### src/rtl/alpctl_pkg.sv
// Shared types and constants for the ALPCTL sequencer: FSM states, opcode
// field positions with their match values, and per-slice idle output levels.
package alpctl_pkg;

  typedef enum logic [1:0] {
    ST_IDLE = 2'd0,
    ST_RUN  = 2'd1,
    ST_HOLD = 2'd2
  } state_e;

  localparam int unsigned OPC_W = 10;

  // Data-move: opc[6:5] selects the move group, opc[3:0] the move code.
  localparam int unsigned DM_SEL_HI    = 6;
  localparam int unsigned DM_SEL_LO    = 5;
  localparam logic [1:0]  DM_SEL_MATCH = 2'b10;
  localparam int unsigned DM_LOW_HI    = 3;
  localparam int unsigned DM_LOW_LO    = 0;
  localparam logic [3:0]  DM_LOW_MATCH = 4'b0111;

  localparam int unsigned INH_BIT       = 4;
  localparam int unsigned INH_LOW_HI    = 1;
  localparam int unsigned INH_LOW_LO    = 0;
  localparam logic [1:0]  INH_LOW_MATCH = 2'b11;

  localparam int unsigned PA_HI    = 9;
  localparam int unsigned PA_LO    = 6;
  localparam logic [3:0]  PA_MATCH = 4'b1001;
  localparam int unsigned PA_BIT_A = 3;
  localparam int unsigned PA_BIT_B = 1;

  localparam int unsigned WM_BIT   = 9;
  localparam int unsigned WM_HI    = 7;
  localparam int unsigned WM_LO    = 5;
  localparam logic [2:0]  WM_MATCH = 3'b011;

  localparam logic IDLE_DMOVE      = 1'b0;
  localparam logic IDLE_PASS_A     = 1'b0;
  localparam logic IDLE_WMUX_OE    = 1'b0;
  localparam logic IDLE_DREG_INH_L = 1'b1;

endpackage

### src/rtl/alpctl_dec.sv
// Combinational ALPCTL opcode decoder: 10-bit opcode in, four control flags out.
module alpctl_dec
  import alpctl_pkg::*;
(
  input  logic [OPC_W-1:0] opc,
  output logic             dmove,
  output logic             inh,
  output logic             pass_a,
  output logic             wmux_oe
);

  always_comb begin
    dmove   = (opc[DM_SEL_HI:DM_SEL_LO] == DM_SEL_MATCH) &&
              (opc[DM_LOW_HI:DM_LOW_LO] == DM_LOW_MATCH);
    inh     = dmove && !opc[INH_BIT] &&
              (opc[INH_LOW_HI:INH_LOW_LO] == INH_LOW_MATCH);
    pass_a  = (opc[PA_HI:PA_LO] == PA_MATCH) && opc[PA_BIT_A] && opc[PA_BIT_B];
    wmux_oe = !(opc[WM_BIT] && (opc[WM_HI:WM_LO] == WM_MATCH));
  end

endmodule

### src/rtl/alpctl_seq.sv
// ALPCTL opcode sequencer: accepts an opcode, drives per-slice decode for
// rep_h+1 cycles with stall/hold support. Parity check via ALPCTL_SEQ_PARITY_EN.
module alpctl_seq
  import alpctl_pkg::*;
#(
  parameter int unsigned NSLICE = 4,
  parameter int unsigned REP_W  = 4
) (
  input  logic              clk_h,
  input  logic              reset_h,
  input  logic              opc_valid_h,
  input  logic [OPC_W-1:0]  opc_h,
  input  logic              opc_par_h,
  input  logic [REP_W-1:0]  rep_h,
  input  logic [NSLICE-1:0] slice_mask_h,
  input  logic              stall_h,
  output logic              opc_ready_h,
  output logic [NSLICE-1:0] dmove_h,
  output logic [NSLICE-1:0] wmux_oe_h,
  output logic [NSLICE-1:0] pass_a_h,
  output logic [NSLICE-1:0] dreg_inh_l,
  output logic              busy_h,
  output logic              last_h,
  output logic              perr_h
);

  state_e            state_q, state_d;
  logic [REP_W-1:0]  cnt_q, cnt_d;
  logic [NSLICE-1:0] dmove_q, dmove_d, wmux_oe_q, wmux_oe_d;
  logic [NSLICE-1:0] pass_a_q, pass_a_d, dreg_inh_l_q, dreg_inh_l_d;
  logic              busy_q, busy_d, last_q, last_d, perr_q, perr_d;
  logic              dec_dmove, dec_inh, dec_pass_a, dec_wmux_oe;
  logic              par_bad, accept;
  logic [NSLICE-1:0] eff_mask;

  alpctl_dec u_dec (
    .opc     (opc_h),
    .dmove   (dec_dmove),
    .inh     (dec_inh),
    .pass_a  (dec_pass_a),
    .wmux_oe (dec_wmux_oe)
  );

`ifdef ALPCTL_SEQ_PARITY_EN
  assign par_bad = ~(^{opc_h, opc_par_h});
`else
  logic unused_par;
  assign unused_par = opc_par_h;
  assign par_bad    = 1'b0;
`endif

  assign opc_ready_h = (state_q == ST_IDLE) ||
                       ((state_q == ST_RUN) && last_q && !stall_h);
  assign accept      = opc_valid_h && opc_ready_h;
  assign eff_mask    = par_bad ? '0 : slice_mask_h;

  always_comb begin
    state_d      = state_q;
    cnt_d        = cnt_q;
    dmove_d      = dmove_q;
    wmux_oe_d    = wmux_oe_q;
    pass_a_d     = pass_a_q;
    dreg_inh_l_d = dreg_inh_l_q;
    busy_d       = busy_q;
    last_d       = last_q;
    perr_d       = perr_q;

    // Leaving HOLD with stall low is itself a productive cycle, so the
    // counter advances on that edge just as it would in RUN.
    case (state_q)
      ST_IDLE: ;
      ST_RUN, ST_HOLD: begin
        if (stall_h) begin
          state_d = ST_HOLD;
        end else if (cnt_q != '0) begin
          state_d = ST_RUN;
          cnt_d   = cnt_q - REP_W'(1);
          last_d  = (cnt_d == '0);
        end else begin
          state_d      = ST_IDLE;
          cnt_d        = '0;
          dmove_d      = {NSLICE{IDLE_DMOVE}};
          wmux_oe_d    = {NSLICE{IDLE_WMUX_OE}};
          pass_a_d     = {NSLICE{IDLE_PASS_A}};
          dreg_inh_l_d = {NSLICE{IDLE_DREG_INH_L}};
          busy_d       = 1'b0;
          last_d       = 1'b0;
        end
      end
      default: state_d = ST_IDLE;
    endcase

    // Accept is only possible from IDLE or an unstalled final RUN cycle,
    // so loading here overrides the finish path for back-to-back ops.
    if (accept) begin
      state_d      = ST_RUN;
      cnt_d        = rep_h;
      dmove_d      = {NSLICE{dec_dmove}} & eff_mask;
      wmux_oe_d    = {NSLICE{dec_wmux_oe}} & eff_mask;
      pass_a_d     = {NSLICE{dec_pass_a}} & eff_mask;
      dreg_inh_l_d = ~({NSLICE{dec_inh}} & eff_mask);
      busy_d       = 1'b1;
      last_d       = (rep_h == '0);
      perr_d       = perr_q || par_bad;
    end
  end

  always_ff @(posedge clk_h or posedge reset_h) begin
    if (reset_h) begin
      state_q      <= ST_IDLE;
      cnt_q        <= '0;
      dmove_q      <= {NSLICE{IDLE_DMOVE}};
      wmux_oe_q    <= {NSLICE{IDLE_WMUX_OE}};
      pass_a_q     <= {NSLICE{IDLE_PASS_A}};
      dreg_inh_l_q <= {NSLICE{IDLE_DREG_INH_L}};
      busy_q       <= 1'b0;
      last_q       <= 1'b0;
      perr_q       <= 1'b0;
    end else begin
      state_q      <= state_d;
      cnt_q        <= cnt_d;
      dmove_q      <= dmove_d;
      wmux_oe_q    <= wmux_oe_d;
      pass_a_q     <= pass_a_d;
      dreg_inh_l_q <= dreg_inh_l_d;
      busy_q       <= busy_d;
      last_q       <= last_d;
      perr_q       <= perr_d;
    end
  end

  assign dmove_h    = dmove_q;
  assign wmux_oe_h  = wmux_oe_q;
  assign pass_a_h   = pass_a_q;
  assign dreg_inh_l = dreg_inh_l_q;
  assign busy_h     = busy_q;
  assign last_h     = last_q;
  assign perr_h     = perr_q;

endmodule

### config.mk
export PLATFORM = sky130hd
export DESIGN_NAME = alpctl_seq
export DESIGN_NICKNAME = d
export VERILOG_FILES = /design/src/rtl/alpctl_pkg.sv /design/src/rtl/alpctl_dec.sv /design/src/rtl/alpctl_seq.sv
export SDC_FILE = /design/constraint.sdc
export NUM_CORES = 1
export LEC_CHECK = 0
export CORE_UTILIZATION = 41
export CTS_CLUSTER_DIAMETER = 60
export DETAILED_ROUTE_END_ITERATION = 8
export PLACE_DENSITY_LB_ADDON = 0.15
export SYNTH_ARGS = -nofsm -noshare
export SYNTH_HDL_FRONTEND = slang
export SYNTH_HIERARCHICAL = 1
export SYNTH_SLANG_ARGS = --single-unit
### constraint.sdc
create_clock -name clk_h -period 1.63 [get_ports clk_h]
set_input_delay 0.489 -clock clk_h [delete_from_list [all_inputs] [get_ports clk_h]]
set_output_delay 0.489 -clock clk_h [all_outputs]
set_load 0.1 [all_outputs]
Yosys cells after proc, flatten, opt, wreduce, memory -nomap -nowiden
Index checks and enable logic that the tools add are counted.

storage, ports and cells
  output and inout port bits = 20
  register bits = 24
  word-level logic and storage cells = 71
  input bits = 23

operators by class
  equality and inequality tests = 10
  reductions and logical operators = 21
  mux-type cells = 26
  bitwise operators = 5
  $add $sub $neg = 1

operators by type and width
  kind                                                  count
  two-way mux 4 bit                                     14
  bitwise AND 4 bit                                     4
  logical AND 1 bit                                     9
  two-way mux 1 bit                                     9
  zero test 4 bit                                       2
  equality test 2 bit (second input constant)           3
  equality test 4 x 3 -> 1 bit (second input constant)  1
  equality test 4 bit (second input constant)           1
  two-way mux 2 bit                                     2
  != test 2 bit (second input constant)                 2
  inverter 4 bit                                        1
  one-hot mux 2 bit (2 select lines)                    1
  nonzero test 4 bit                                    1
  subtractor 4 x 1 -> 4 bit (second input constant)     1
  equality test 3 x 2 -> 1 bit (second input constant)  1
  zero test 1 bit                                       3
  AND reduction 3 bit                                   1
  equality test 2 x 1 -> 1 bit (second input constant)  1
  zero test 2 bit                                       1
  != test 2 x 1 -> 1 bit (second input constant)        1
  AND reduction 2 bit                                   1
  nonzero test 2 bit                                    1
  OR reduction 2 bit                                    1
  logical OR 1 bit                                      1

Longest topological paths before layout
Gate-level depths: netlist of the first run.

  word-level depth = 7
  gate-level depth with buffers = 7
  mapped depth without buffers = 5

Modules after synthesis
The synthesis of the first run kept the hierarchy.

by module, submodules not included
  module      sequential area each (sq um)  times used  area an instance (sq um)  cells each
  alpctl_seq  605.6                         1           1,253.7                   119
  alpctl_dec  0.0                           1           51.3                      8

Worst setup path before layout of the first run
No wires, ideal clock.

  kind = register to output
  from = reg last_q (netlist: last_h)
  to = out opc_ready_h
  stages on the path, launching flop included = 3
  arrival time = 1.781 ns
  slack = -0.640 ns
  required time = 1.141 ns
  cells stage by stage = dfrtp_1 nand3b_4 nand2_1

between the ends
  longest elaborated chain between the ends = 3

RTL lines
  what                             line               source
  from (decl)                      alpctl_seq.sv:31   logic busy_q, busy_d, last_q, last_d, perr_q, perr_d;
  from (signal assigned)           alpctl_seq.sv:127  last_q <= last_d;
  logical AND 1 bit (2 in series)  alpctl_seq.sv:53   ((state_q == ST_RUN) && last_q && !stall_h);
  logical OR 1 bit                 alpctl_seq.sv:52   assign opc_ready_h = (state_q == ST_IDLE) ||
  to (decl)                        alpctl_seq.sv:17   output logic opc_ready_h,

Every way passes these cells.

Worst setup path in the final report of the first run
  from = reg state_q[0]
  to = reg cnt_q[3]

between the ends
  longest elaborated chain between the ends = 7

RTL lines
  what                                                                           line                                source
  from (decl)                                                                    alpctl_seq.sv:27                    state_e state_q, state_d;
  from (signal assigned)                                                         alpctl_seq.sv:120                   state_q <= state_d;
  equality test 2 x 1 -> 1 bit                                                   alpctl_seq.sv:53, alpctl_seq.sv:70
  logical AND 1 bit (2 in series)                                                alpctl_seq.sv:53
  logical OR 1 bit                                                               alpctl_seq.sv:52
  logical AND 1 bit                                                              alpctl_seq.sv:54                    assign accept = opc_valid_h && opc_ready_h;
  != test 2 x 1 -> 1 bit (no line) / nonzero test 2 bit (equally long branches)  --
  AND reduction 2 bit (no line)                                                  --
  to (signal assigned)                                                           alpctl_seq.sv:121                   cnt_q <= cnt_d;
  to (decl)                                                                      alpctl_seq.sv:28                    logic [REP_W-1:0] cnt_q, cnt_d;

Parallel ways exist; a longest one is shown, timed or not.
A chain may end at the register's enable or synchronous reset.

==> impl_metrics.tcl, run 1 <==
set metrics [dict create \
    synthesis.instances 127 \
    worstRegToRegCells 5 \
    maximum_number_of_pins_on_one_net_before_global_route_repair 25 \
    setup_viol 24 \
    slew_viol_final 0 \
    design.portCount 43 \
    fp.dieArea_mm2 0.003412 \
    layout_min_cycle_time_ns 1.833 \
    clk_pin_slew_ns 0.13 \
    die_x_um 58.42 \
    critPathKind "register to register" \
    worstPathRequired_ns 1.85 \
    comb_power_share_pct 65.8 \
    grt_util_all_layers_pct 24.55 \
    status "finished with violations" \
    p_leak_nw 1.107 \
    flow.area_growth_from_synthesis_pct 87.54 \
    avgRoutedWirePerCell_um 16.64 \
    max_freq_mhz 545.7 \
    floorplan.die.height_um 58.42 \
    critical_path.reg2reg.startpoint "state_q[0]" \
    numClockSinks 24 \
    stdcell_count 240 \
    timing.final.ws_setup_ns -0.2026 \
    power_frac_clock_pct 10.9 \
    dp.cells 223 \
    cts_max_path_buffers 2 \
    critical_path.max_fanout 4 \
    max_cap_violations 0 \
    num-nets-final 222 \
    number_of_synthesized_register_bits 24 \
    initial_core_util_pct 43.10 \
    netlist_top_cells_area "sky130_fd_sc_hd__dfrtp_1, sky130_fd_sc_hd__mux2i_1, sky130_fd_sc_hd__dfstp_2" \
    syn_nets 152 \
    post_synth_instance_area_mm2 0.001305 \
    post-dp-hpwl_mm 2.398 \
    routed_via_density 5.275 \
    critical_path.slowest_cell "sky130_fd_sc_hd__or3b_4" \
    worstSetupEndpointType "register" \
    utilization_pct 80.83 \
    synth_largest_type_area_fraction_pct 38.35 \
    cts_hold_buffers 0 \
    cell_internal_pwr_mw 2.226 \
    ratio_of_cells_with_drive_above_1_in_the_final_layout_pct 45.41 \
    post-synth-top-area-cell "sky130_fd_sc_hd__dfrtp_1" \
    finalClockSkew_ns 0.001605 \
    post_synth_num_cell_types 39 \
    drt-pass1-iter-count 4 \
    sequentialPowerShare_pct 23.4 \
    cts-root-buf "sky130_fd_sc_hd__clkbuf_4" \
    route.antenna.remaining_nets 0 \
    grt_antenna_before_repair 0 \
    insertion_delay_ns 0.32 \
    core-area_mm2 0.003028 \
    cellPowerDensity_mw_per_mm2 1637 \
    synth_warnings 6 \
    num_antenna_cells 0 \
    transition_time_at_the_pin_with_the_least_slew_margin_ns 0.4931 \
    syn-mean-instance-area_um2 10.28 \
    p_sw_share_pct 44.44 \
    violations_in_the_final_reports "negative setup slack" \
    cts_max_level 1 \
    cp_cell_sequence "inv_2 -> ha_4 -> or3b_4 -> o31a_1 -> mux2_4" \
    slew-limit-headroom_pct 66.93 \
    gp_congestion 0.8233 \
    via_count 1266 \
    number_of_global_route_vias_before_repair 1299 \
    cts_buffers 3 \
    critical_path.max_stage_delay_ns 0.45 \
    worstSetupStartpointType "register" \
    commonest_non_fill_non_tap_cells_in_the_layout "sky130_fd_sc_hd__buf_12, sky130_fd_sc_hd__buf_4, sky130_fd_sc_hd__nand2_1" \
    drc 0 \
    timing.critical_path.from "state_q[0]" \
    synth_seq_area_share_pct 46.40 \
    worst-endpoint-arrival_ns 2.06 \
    p_switching_mw 1.780 \
    ir_worst_vdd_uv 1137 \
    hold_class "input port to async pin" \
    rows 20 \
    cts_tree "done" \
    layout_worst_path_cycle_share_pct 112.4 \
    rsz0062_at_grt "true" \
    detail_route.iter0.violations 59 \
    hold_viol 0 \
    totalWireLength_mm 3.994 \
    io_buffer_count 40 \
    grt_first_pass_wirelength_mm 6.210 \
    overflow 0 \
]
-- power groups by stage --
| stage | sequential, mW | combinational (mW) | clock [mW] |
|---|---|---|---|
| floorplan | 1.38 | 0.753 | 0 |
| global placement | 0.903 | 1.96 | 0 |
| detailed placement | 0.913 | 2.00 | 0 |
| CTS | 0.922 | 2.49 | 0.441 |
| global route | 0.953 | 2.73 | 0.468 |
| finish | 0.936 | 2.63 | 0.436 |
-- layer usage --
layer / vias to the layer above / GRT usage, % / share of wire (%)
li1: 589 / - / -
met1: 623 / 31.03 / 37
met2: 46 / 42.69 / 57
met3: 8 / 3.956 / 4.0
met4: 0 / 8.503 / 1.6
met5: - / 0 / 0
-- critical path, delay by kind of cell, from the launching register on --
kind	cells	cell delay, ns
AO/OA/AOI/OAI	1	0.28
adder cells (fa/ha/maj)	1	0.28
AND/OR/NAND/NOR	1	0.45
flip-flops	1	0.40
buffers and inverters	1	0.06
multiplexers	1	0.26
-- synth_stat cells, drive strengths merged --
cell type  count
nand3b         2
dfstp          4
o311ai         1
a211oi         2
o21bai         4
a31oi          2
a21o           1
or2b           1
a2bb2oi        1
nor3           1
o31ai          1
nor4           1
nor2b          1
clkbuf         3
nand4bb        1
nand3          1
or4            1
nand2b         1
o21ai         15
nor4b          1
nor2           1
conb           1
buf            5
nor3b          1
mux2           7
ha             2
mux2i         13
nand2         23
or3            1
nand4b         1
o31a           1
or3b           1
inv            5
dfrtp         20
-- flip-flops by register name (all words and copies together), names as in the netlist --
name	cells
wmux_oe_h	4
dmove_h	4
last_h	1
pass_a_h	4
state_q	2
cnt_q	4
busy_h	1
dreg_inh_l	4
-- logic make-up (layout without fill, tap and decap cells) --
logic type | count (synthesis) | in the layout | synth area share [%]
compound gates | 28 | 28 | 13.33
fa+ha+maj | 2 | 2 | 1.917
buf+inv | 13 | 82 | 5.081
flops | 24 | 24 | 46.40
mux | 20 | 20 | 16.30
other cells | 1 | 1 | 0.2874
simple gates | 39 | 39 | 16.68
-- layout make-up --
type                    count  area [um2]
well taps                  44       55.05
flip-flops and latches     24       609.3
clock inverters             1       30.03
fillers                   172       580.6
repair buffers             73       945.9
multi-input cells          90       762.0
inverters                   5       22.52
clock buffers               3       22.52
-- metrics by stage --
step                instance area, um2  setup slack, ns  power (mW)  hold WS (ns)  TNS, ns
detailed placement                2106          -0.5880       2.916        0.5765   -9.979
CTS                               2410          -0.1864       3.856        0.4683   -2.301
global placement                  2106          -0.4888       2.861        0.5617   -8.972
global route                      2447          -0.2650       4.154        0.5116   -4.492
floorplan                         1333          -0.1259       2.132        0.5007  -0.1513
finish                            2447          -0.2026       4.006        0.4627   -3.067
-- worst paths after layout --
check | end | slack (ns)
max | cnt_q[3] | -0.20
min | busy_h | 0.46
max reg2reg | cnt_q[3] | -0.20
min reg2reg | busy_h | 0.58
max in group asynchronous | dreg_inh_l[0] | 0.94
min in group clk_h | busy_h | 0.58
-- what timing repair did --
item	4_1_cts	5_1_grt
cloned	3	0
pin swaps	2	0
resized for setup	43	5
endpoints found under the setup margin	22	24
buffers inserted	9	1
Power figures use the tool's default switching activity.
==> run 2, diff against run 1 <==
--- a/config.mk
+++ b/config.mk
@@ -9,6 +9,7 @@
 export CTS_CLUSTER_DIAMETER = 60
 export DETAILED_ROUTE_END_ITERATION = 8
 export PLACE_DENSITY_LB_ADDON = 0.15
+export SKIP_LAST_GASP = 1
 export SYNTH_ARGS = -nofsm -noshare
 export SYNTH_HDL_FRONTEND = slang
 export SYNTH_HIERARCHICAL = 1
==> run 2 against run 1 <==
Effect of this change:
- largest power group unchanged
- register-to-register slack about the same
- critical endpoint is now cnt_q[2]
- first-iteration DRC count down 10%
- fmax down 0.44%
- sequential share of layout area up 0.57 points
- clock-buffer cell count unchanged
- the flow still finishes with violations (negative setup slack)
- non-clock buffer count unchanged
- wire length down 0.93%
- final cell count unchanged
==> impl_metrics.tcl, run 2 (synthesis results as in run 1) <==
set metrics [dict create \
    comb_power_share_pct 64.8 \
    num-nets-final 222 \
    worstSetupStartpointType "register" \
    max_cap_violations 0 \
    worstPathRequired_ns 1.86 \
    cts_max_path_buffers 2 \
    grt_util_all_layers_pct 25.13 \
    worstSetupEndpointType "register" \
    route.antenna.remaining_nets 0 \
    ratio_of_cells_with_drive_above_1_in_the_final_layout_pct 42.35 \
    critPathKind "register to register" \
    grt_first_pass_wirelength_mm 6.375 \
    power_frac_clock_pct 11.3 \
    p_leak_nw 1.077 \
    cts_buffers 3 \
    dpl-instance-area_mm2 0.002106 \
    routed_via_density 5.308 \
    num_antenna_cells 0 \
    rows 20 \
    die_x_um 58.42 \
    ir_worst_vdd_uv 1162 \
    fp.dieArea_mm2 0.003412 \
    via_count 1274 \
    core-area_mm2 0.003028 \
    overflow 0 \
    cp_cell_sequence "inv_2 -> ha_4 -> clkinvlp_4 -> buf_4 -> buf_4 -> a21o_4 -> buf_12 -> mux2_1" \
    setup_total_negative_slack_ns -2.984 \
    slew_viol_final 0 \
    critical_path.max_fanout 9 \
    clk_pin_slew_ns 0.14 \
    max_freq_mhz 543.3 \
    worstPathBufferInverterCount 5 \
    design.portCount 43 \
    final_area_mm2 0.002392 \
    totalWireLength_mm 3.957 \
    cts_max_level 1 \
    cts_tree "done" \
    maximum_number_of_pins_on_one_net_before_global_route_repair 25 \
    hold_class "input port to async pin" \
    power_mw 3.892 \
    commonest_non_fill_non_tap_cells_in_the_layout "sky130_fd_sc_hd__buf_4, sky130_fd_sc_hd__buf_12, sky130_fd_sc_hd__nand2_1" \
    cell_type_group_with_the_largest_total_delay_on_the_critical_path "buffers and inverters" \
    layout_worst_path_cycle_share_pct 112.9 \
    cell_internal_pwr_mw 2.158 \
    p_switching_mw 1.734 \
    numClockSinks 24 \
    floorplan.die.height_um 58.42 \
    avgRoutedWirePerCell_um 16.49 \
    initial_core_util_pct 43.10 \
    p_sw_share_pct 44.55 \
    critical_path.max_stage_delay_ns 0.40 \
    hold_viol 0 \
    worst-endpoint-arrival_ns 2.07 \
    timing.critical_path.depth 8 \
    dp.cells 223 \
    worstRegToRegCells 8 \
    layout_min_cycle_time_ns 1.841 \
    drt-pass1-iter-count 4 \
    violations_in_the_final_reports "negative setup slack" \
    setup_viol 24 \
    timing.final.ws_setup_ns -0.2107 \
    drc 0 \
    post-dp-hpwl_mm 2.398 \
    grt_antenna_before_repair 0 \
    insertion_delay_ns 0.33 \
    flow.area_growth_from_synthesis_pct 83.32 \
    gp_congestion 0.8233 \
    cellPowerDensity_mw_per_mm2 1627 \
    detail_route.iter0.violations 53 \
    cts_hold_buffers 0 \
    critical_path.slowest_cell "sky130_fd_sc_hd__dfrtp_1" \
    number_of_global_route_vias_before_repair 1309 \
    cts-root-buf "sky130_fd_sc_hd__clkbuf_4" \
    rsz0062_at_grt "true" \
    stdcell_count 240 \
    finalClockSkew_ns 0.003174 \
    critical_path.most_common_cell "sky130_fd_sc_hd__buf_4" \
    commonest_non_fill_non_tap_cell_in_the_layout "sky130_fd_sc_hd__buf_4" \
    status "finished with violations" \
    io_buffer_count 40 \
    sequentialPowerShare_pct 23.8 \
]
run 2: cell counts in the layout (fill, tap and decap cells not counted):
Identical to the previous run, type by type.
run 2: worst paths after layout:
| path | start | endpoint | slack [ns] |
|---|---|---|---|
| worst max-delay path | state_q[1] | cnt_q[2] | -0.21 |
| worst min-delay path | reset_h | busy_h | 0.46 |
| worst max register to register | state_q[1] | cnt_q[2] | -0.21 |
| worst min register to register | busy_h | busy_h | 0.58 |
| max in group asynchronous | reset_h | dreg_inh_l[0] | 0.94 |
| min in group clk_h | busy_h | busy_h | 0.58 |
run 2: per-layer routing:
metal  global-route usage [%]  up-vias  share of wire [%]
met2                    45.98       41                 56
met1                    29.92      641                 40
met3                    3.736        6                3.2
li1                         -      586                  -
met4                    8.844        0                1.3
met5                        0        -                  0
run 2: cell type report:
| cell class | instances | area, um2 |
|---|---|---|
| Multi-Input combinational cell | 90 | 739.5 |
| Clock buffer | 3 | 22.52 |
| Timing Repair Buffer | 73 | 913.4 |
| Inverter | 5 | 22.52 |
| Sequential cell | 24 | 609.3 |
| Clock inverter | 1 | 30.03 |
| Tap cell | 44 | 55.05 |
| Fill cell | 189 | 635.6 |
run 2: power by group through the flow:
stage	Combinational, mW	Sequential, mW	Clock [mW]
5_1_grt	2.63	0.945	0.470
3_3_place_gp	1.96	0.903	0
4_1_cts	2.45	0.921	0.441
6_report	2.52	0.928	0.441
3_5_place_dp	2.00	0.913	0
2_1_floorplan	0.753	1.38	0
run 2: tightest hold or removal path: stages:
cell and delay, ns:
sky130_fd_sc_hd__clkdlybuf4s50_1 0.39, sky130_fd_sc_hd__inv_1 0.09, sky130_fd_sc_hd__buf_12 0.18
run 2: repair_timing:
| item | in CTS | in global routing |
|---|---|---|
| hold endpoints to repair | 0 | 0 |
| resized for setup | 30 | 13 |
| buffers inserted | 9 | 3 |
| pin swaps | 1 | 3 |
| setup endpoints to repair | 22 | 24 |
| cloned | 3 | 0 |
run 2: through the flow:
step           hold WS [ns]  utilization (%)  setup WS, ns
2_1_floorplan        0.5007                -       -0.1259
3_3_place_gp         0.5617            69.55       -0.4888
3_5_place_dp         0.5765            69.55       -0.5880
4_1_cts              0.4683            78.60       -0.1891
5_1_grt              0.5086            79.01       -0.2437
6_report             0.4633            79.01       -0.2107
==> run 3, diff against run 2 <==
--- a/config.mk
+++ b/config.mk
@@ -7,6 +7,7 @@
 export LEC_CHECK = 0
 export CORE_UTILIZATION = 41
 export CTS_CLUSTER_DIAMETER = 60
+export CTS_CLUSTER_SIZE = 14
 export DETAILED_ROUTE_END_ITERATION = 8
 export PLACE_DENSITY_LB_ADDON = 0.15
 export SKIP_LAST_GASP = 1
==> results of run 3 <==
Final layout, timing and power as in run 2 (identical DEF).
